[src/rtl/solve_ctrl_pkg.sv]
// Shared types and constants for the grid-solver start/done controller.
package solve_ctrl_pkg;

  typedef enum logic [2:0] {
    IDLE  = 3'd0,
    CLEAR = 3'd1,
    START = 3'd2,
    RUN   = 3'd3,
    DONE  = 3'd4
  } state_t;

  typedef enum logic [1:0] {
    ST_IDLE    = 2'd0,
    ST_OK      = 2'd1,
    ST_FAIL    = 2'd2,
    ST_TIMEOUT = 2'd3
  } status_t;

  // Active-low segments, bit order {g,f,e,d,c,b,a}
  localparam logic [6:0] SEG_DASH  = 7'b0111111;
  localparam logic [6:0] SEG_S     = 7'b0010010;
  localparam logic [6:0] SEG_F     = 7'b0001110;
  localparam logic [6:0] SEG_T     = 7'b0000111;
  localparam logic [6:0] SEG_BLANK = 7'b1111111;

  function automatic logic [6:0] seg_encode(input status_t s);
    case (s)
      ST_OK:      return SEG_S;
      ST_FAIL:    return SEG_F;
      ST_TIMEOUT: return SEG_T;
      default:    return SEG_DASH;
    endcase
  endfunction

endpackage

[src/rtl/solve_ctrl_key_conditioner.sv]
// Key input conditioning: 2-flop synchronizer, counter debounce, rising-edge press pulse.
module key_conditioner #(
  parameter int DEBOUNCE_CYCLES = 16
) (
  input  logic clock,
  input  logic reset,
  input  logic raw,
  output logic level,
  output logic press
);

  localparam int CW = (DEBOUNCE_CYCLES > 1) ? $clog2(DEBOUNCE_CYCLES) : 1;
  localparam logic [CW-1:0] LIM = CW'(DEBOUNCE_CYCLES - 1);

  logic          sync1, sync2, level_q;
  logic [CW-1:0] cnt;

  always_ff @(posedge clock) begin
    if (reset) begin
      sync1   <= 1'b0;
      sync2   <= 1'b0;
      level   <= 1'b0;
      level_q <= 1'b0;
      cnt     <= '0;
    end else begin
      sync1   <= raw;
      sync2   <= sync1;
      level_q <= level;
      // Toggle only after DEBOUNCE_CYCLES consecutive disagreeing samples
      if (sync2 == level) begin
        cnt <= '0;
      end else if (cnt == LIM) begin
        level <= ~level;
        cnt   <= '0;
      end else begin
        cnt <= cnt + CW'(1);
      end
    end
  end

  assign press = level & ~level_q;

endmodule

[src/rtl/solve_ctrl.sv]
// Start/done handshake initiator for the grid solver.
// Optional status display encoder enabled by SOLVE_CTRL_SEG_EN.
module solve_ctrl
  import solve_ctrl_pkg::*;
#(
  parameter int DEBOUNCE_CYCLES = 16,
  parameter int CNT_W           = 32,
  parameter int TIMEOUT_CYCLES  = 2**24
) (
  input  logic             clock,
  input  logic             reset,
  input  logic             start_req,
  output logic             grid_reset,
  output logic             grid_start,
  input  logic             done_success,
  input  logic             done_failure,
  output logic             busy,
  output logic [1:0]       status,
  output logic [CNT_W-1:0] cycles,
  output logic [6:0]       status_seg
);

  localparam logic [CNT_W-1:0] TIMEOUT = CNT_W'(TIMEOUT_CYCLES);

  state_t           state, state_n;
  status_t          status_q, status_n;
  logic [CNT_W-1:0] cycles_n;
  logic             grid_reset_n, grid_start_n, busy_n;
  logic             key_level, key_press, go;

  key_conditioner #(.DEBOUNCE_CYCLES(DEBOUNCE_CYCLES)) u_start_key (
    .clock (clock),
    .reset (reset),
    .raw   (start_req),
    .level (key_level),
    .press (key_press)
  );

  assign go = key_press & key_level;

  always_comb begin
    state_n      = state;
    status_n     = status_q;
    cycles_n     = cycles;
    grid_reset_n = 1'b0;
    grid_start_n = 1'b0;
    case (state)
      IDLE, DONE: begin
        if (go) begin
          state_n      = CLEAR;
          status_n     = ST_IDLE;
          cycles_n     = '0;
          grid_reset_n = 1'b1;
        end
      end
      CLEAR: begin
        state_n      = START;
        grid_start_n = 1'b1;
      end
      START: state_n = RUN;
      RUN: begin
        // Priority: success, then failure, then timeout
        if (done_success) begin
          state_n  = DONE;
          status_n = ST_OK;
        end else if (done_failure) begin
          state_n  = DONE;
          status_n = ST_FAIL;
        end else begin
          cycles_n = cycles + CNT_W'(1);
          if (cycles_n == TIMEOUT) begin
            state_n      = DONE;
            status_n     = ST_TIMEOUT;
            grid_reset_n = 1'b1;
          end
        end
      end
      default: state_n = IDLE;
    endcase
    busy_n = (state_n == CLEAR) || (state_n == START) || (state_n == RUN);
  end

  always_ff @(posedge clock) begin
    if (reset) begin
      state      <= IDLE;
      status_q   <= ST_IDLE;
      cycles     <= '0;
      grid_reset <= 1'b1;
      grid_start <= 1'b0;
      busy       <= 1'b0;
    end else begin
      state      <= state_n;
      status_q   <= status_n;
      cycles     <= cycles_n;
      grid_reset <= grid_reset_n;
      grid_start <= grid_start_n;
      busy       <= busy_n;
    end
  end

  assign status = status_q;

`ifdef SOLVE_CTRL_SEG_EN
  logic [6:0] seg_q;

  always_ff @(posedge clock) begin
    if (reset) seg_q <= SEG_DASH;
    else       seg_q <= seg_encode(status_n);
  end

  assign status_seg = seg_q;
`else
  assign status_seg = SEG_BLANK;
`endif

endmodule

[config.mk]
export PLATFORM = sky130hd
export DESIGN_NAME = solve_ctrl
export DESIGN_NICKNAME = d
export VERILOG_FILES = /design/src/rtl/solve_ctrl_pkg.sv /design/src/rtl/solve_ctrl_key_conditioner.sv /design/src/rtl/solve_ctrl.sv
export SDC_FILE = /design/constraint.sdc
export NUM_CORES = 1
export LEC_CHECK = 0
export BUFFER_PORTS_ARGS = -buffer_cell sky130_fd_sc_hd__clkbuf_2
export CAP_MARGIN = 0
export CORE_MARGIN = 4
export CORE_UTILIZATION = 50
export DETAILED_ROUTE_END_ITERATION = 16
export PLACE_DENSITY = 0.73
export SYNTH_ARGS = -nofsm -noshare
export SYNTH_HDL_FRONTEND = slang
export SYNTH_SLANG_ARGS = --single-unit
export TNS_END_PERCENT = 50
[constraint.sdc]
create_clock -name clock -period 2.88 [get_ports clock]
set_input_delay 0.288 -clock clock [delete_from_list [all_inputs] [get_ports clock]]
set_output_delay 0.288 -clock clock [all_outputs]
set_load 0.02 [all_outputs]
==> impl_metrics.ini <==
[outcome]
status = finished, final reports clean

[synth]
synthMuxAreaShare_pct = 0.9705
synth_top_family_by_area = simple AND/OR/NAND/NOR gates
syn_area_per_cell_um2 = 7.774
synthFlopType = dfxtp_1
synth_common_cells = 48 x dfxtp_1, 42 x nor2_1, 39 x a21oi_1
synth-xor-area-share_pct = 4.812
synthArstFlopShare_pct = 0
netlist_top_cells_area = dfxtp_1 31%, a21oi_1 6.3%, nor2_1 5.1%
synth_seq_cells = 48
synthAdderAreaFrac_pct = 1.213
synth_edf_count = 0
yosysSeqAreaShare_pct = 31.06
synth_simple_gate_area_share_pct = 36.84
synth.cell_area_um2 = 3094
synthCells = 398
yosys_warnings = 0
yosysTopAreaCellShare_pct = 31.06
yosys.area.top_type = dfxtp_1
yosysMostFrequentCell = dfxtp_1
synth_compound_area_share_pct = 16.13
ys_types = 56

[setup_path]
critPathMaxFanout = 5
reg2reg_slack_ns = 0.15
r2r_start = cycles[0]
cpMaxStageDelayCell = or4_4
max_stage_delay_ns = 0.61
cp_top_family = simple AND/OR/NAND/NOR gates
crit_required_ns = 3.10
r2r-end = state[0]
worstPathBufferInverterCount = 1
cp_cell_sequence = ha_1 > nand4_2 > or4_4 > or3_1 > o211ai_1 > a211oi_2 > nand4_2 > buf_4 > nand2_1 > a221oi_1
startpoint_type = register
crit_type = reg2reg
critPathLaunch = cycles[0]
r2r_cells = 10
end_kind = register
cp.arrival_ns = 2.95
cpMostUsedCell = nand4_2

[route]
vias_per_cell = 6.177
drt-total-wl_um = 8286
via_count = 3138
wire_per_inst_um = 16.31
dr.pass1.iters = 5
antenna_left = 0
post-route-drc-count = 0
drtIter0Drc = 243

[global_routing]
gr-usage-met2_pct = 35.54
grt_first_pass_wirelength_um = 13860
grt_use_met3_pct = 4.278
grt_max_degree = 33
use_met1_pct = 30.94
grt-busiest-layer = met2
global_route.overflow_total = 0
grt_util_all_layers_pct = 22.78
grt_pass1_vias = 2846
antenna_found_initial = 0

[floorplan]
dieWidth_um = 86.67
fp.dieH_um = 86.67
dieArea_um2 = 7511
num_rows = 28
start_util_pct = 51.95
io-pin-count = 49
placeableCoreArea_um2 = 5956

[placed_design]
dp.cells = 498
place_hpwl_um = 5738
place.gp.congestion = 0.9277
place.port_buffers = 41

[clock_network]
holdBufCountCts = 0
htreeDepth = 2
worstSkewPairLatency_ns = 0.31
cts_root_buf = clkbuf_8
cts_max_path_buffers = 2
clkTransAtPathRegs_ns = 0.09
cts_tree = yes
cts_sinks = 48
cts_buffers = 5

[flow_run]
drv_cap = 0

[finish]
fillers = 580
finalNonFillerCells = 508
drive_above_1_share_pct = 21.71
area_growth_pct = 11.00
final_nets = 440
num_antenna_cells = 0

[timing]
drv_slew = 0
min_period_ns = 2.733
period_share_pct = 94.90
skew_ns = 0.008121
slew_headroom_pct = 63.86
rsz0062_at_grt = no
fmax_mhz = 365.9
setup_viol = 0
hold_violations = 0
fin_hold_ws_ns = 0.1875
tns_ns = 0
tightest_slew_ns = 0.5421

[hold_path]
hold_end = u_start_key.sync1
hold_class = in2reg
worstHoldStart = start_req
min_path_cells = 2

[pwr]
power_leakage_nw = 1.295
powerDensity_nw_per_um2 = 356.3
vdd_drop_max_mv = 0.1696
state kept, by name, indices dropped and copies added, names as in the netlist:
register	flops
busy	1
cycles	32
grid_reset	1
grid_start	1
state	3
status	2
u_start_key.cnt	4
u_start_key.level	1
u_start_key.level_q	1
u_start_key.sync1	1
u_start_key.sync2	1
stage by stage:
step	util, %	total power [mW]	worst slack (ns)	cell area, um^2
floorplan	-	0.7121	0.04456	3117
global placement	55.00	0.7119	0.1449	3276
detailed placement	55.00	0.7122	0.1468	3276
CTS	57.04	1.229	0.1213	3397
global route	57.67	1.264	0.006856	3435
finish	57.67	1.224	0.1470	3435
cells in the final DEF, fill, tap and decap left out, types with 4 or more instances in the layout:
master,count
nor4_2,5
nor4_1,12
and4_1,8
nand4_1,11
clkbuf_8,6
or3_1,10
or2_2,4
nand3_1,16
clkbuf_2,41
and3_1,9
a21oi_1,39
xnor2_1,10
xor2_1,7
o21ai_0,22
conb_1,7
dfxtp_1,44
nor3_1,14
nor2b_1,4
dfxtp_2,4
a31oi_1,6
buf_4,18
nand2_1,38
a311oi_1,4
nor2_1,42
logic make-up after synthesis:
family          Yosys count
compound gates           85
xor+xnor                 17
fa+ha+maj                 3
buf+inv                  40
flops                    48
mux                       3
other cells               1
simple gates            201
worst max path at each step:
| stage | to | slack, ns | cells after the start |
|---|---|---|---|
| after floorplan | status[0] | 0.04 | 9 |
| after global routing | status[0] | 0.007 | 10 |
| final | state[0] | 0.15 | 10 |
| after global placement | status[0] | 0.14 | 8 |
| after detailed placement | status[0] | 0.15 | 8 |
| after CTS | status[0] | 0.12 | 8 |
per-layer routing:
metal / wire (um) / share of wire [%]
met3: 533 / 6.4
met5: 0 / 0
met2: 3802 / 46
met4: 248 / 3.0
met1: 3701 / 45
timing repair:
item | in CTS | in global routing
hold endpoints to repair | 0 | 0
gates resized for setup | 0 | 7
endpoints found under the setup margin | 0 | 3
buffers inserted | 0 | 2
power by group:
part | switching, mW | internal, mW | leakage [nW] | total [mW]
clock network | 0.242 | 0.284 | 0.0614 | 0.527
registers | 0.000985 | 0.665 | 0.389 | 0.666
logic | 0.0244 | 0.00604 | 0.844 | 0.0304
total | 0.268 | 0.956 | 1.30 | 1.22
layout make-up:
cell class | count | area (um^2) | share of cell area, %
clock buffer | 6 | 82.58 | 2.404
clock inverter | 2 | 38.79 | 1.129
inverter | 2 | 7.507 | 0.2186
multi-input combinational | 316 | 1906 | 55.48
sequential | 48 | 965.9 | 28.12
tap | 75 | 93.84 | 2.732
timing repair buffer | 59 | 340.3 | 9.909
No activity file was read; power rests on OpenSTA's default activity.
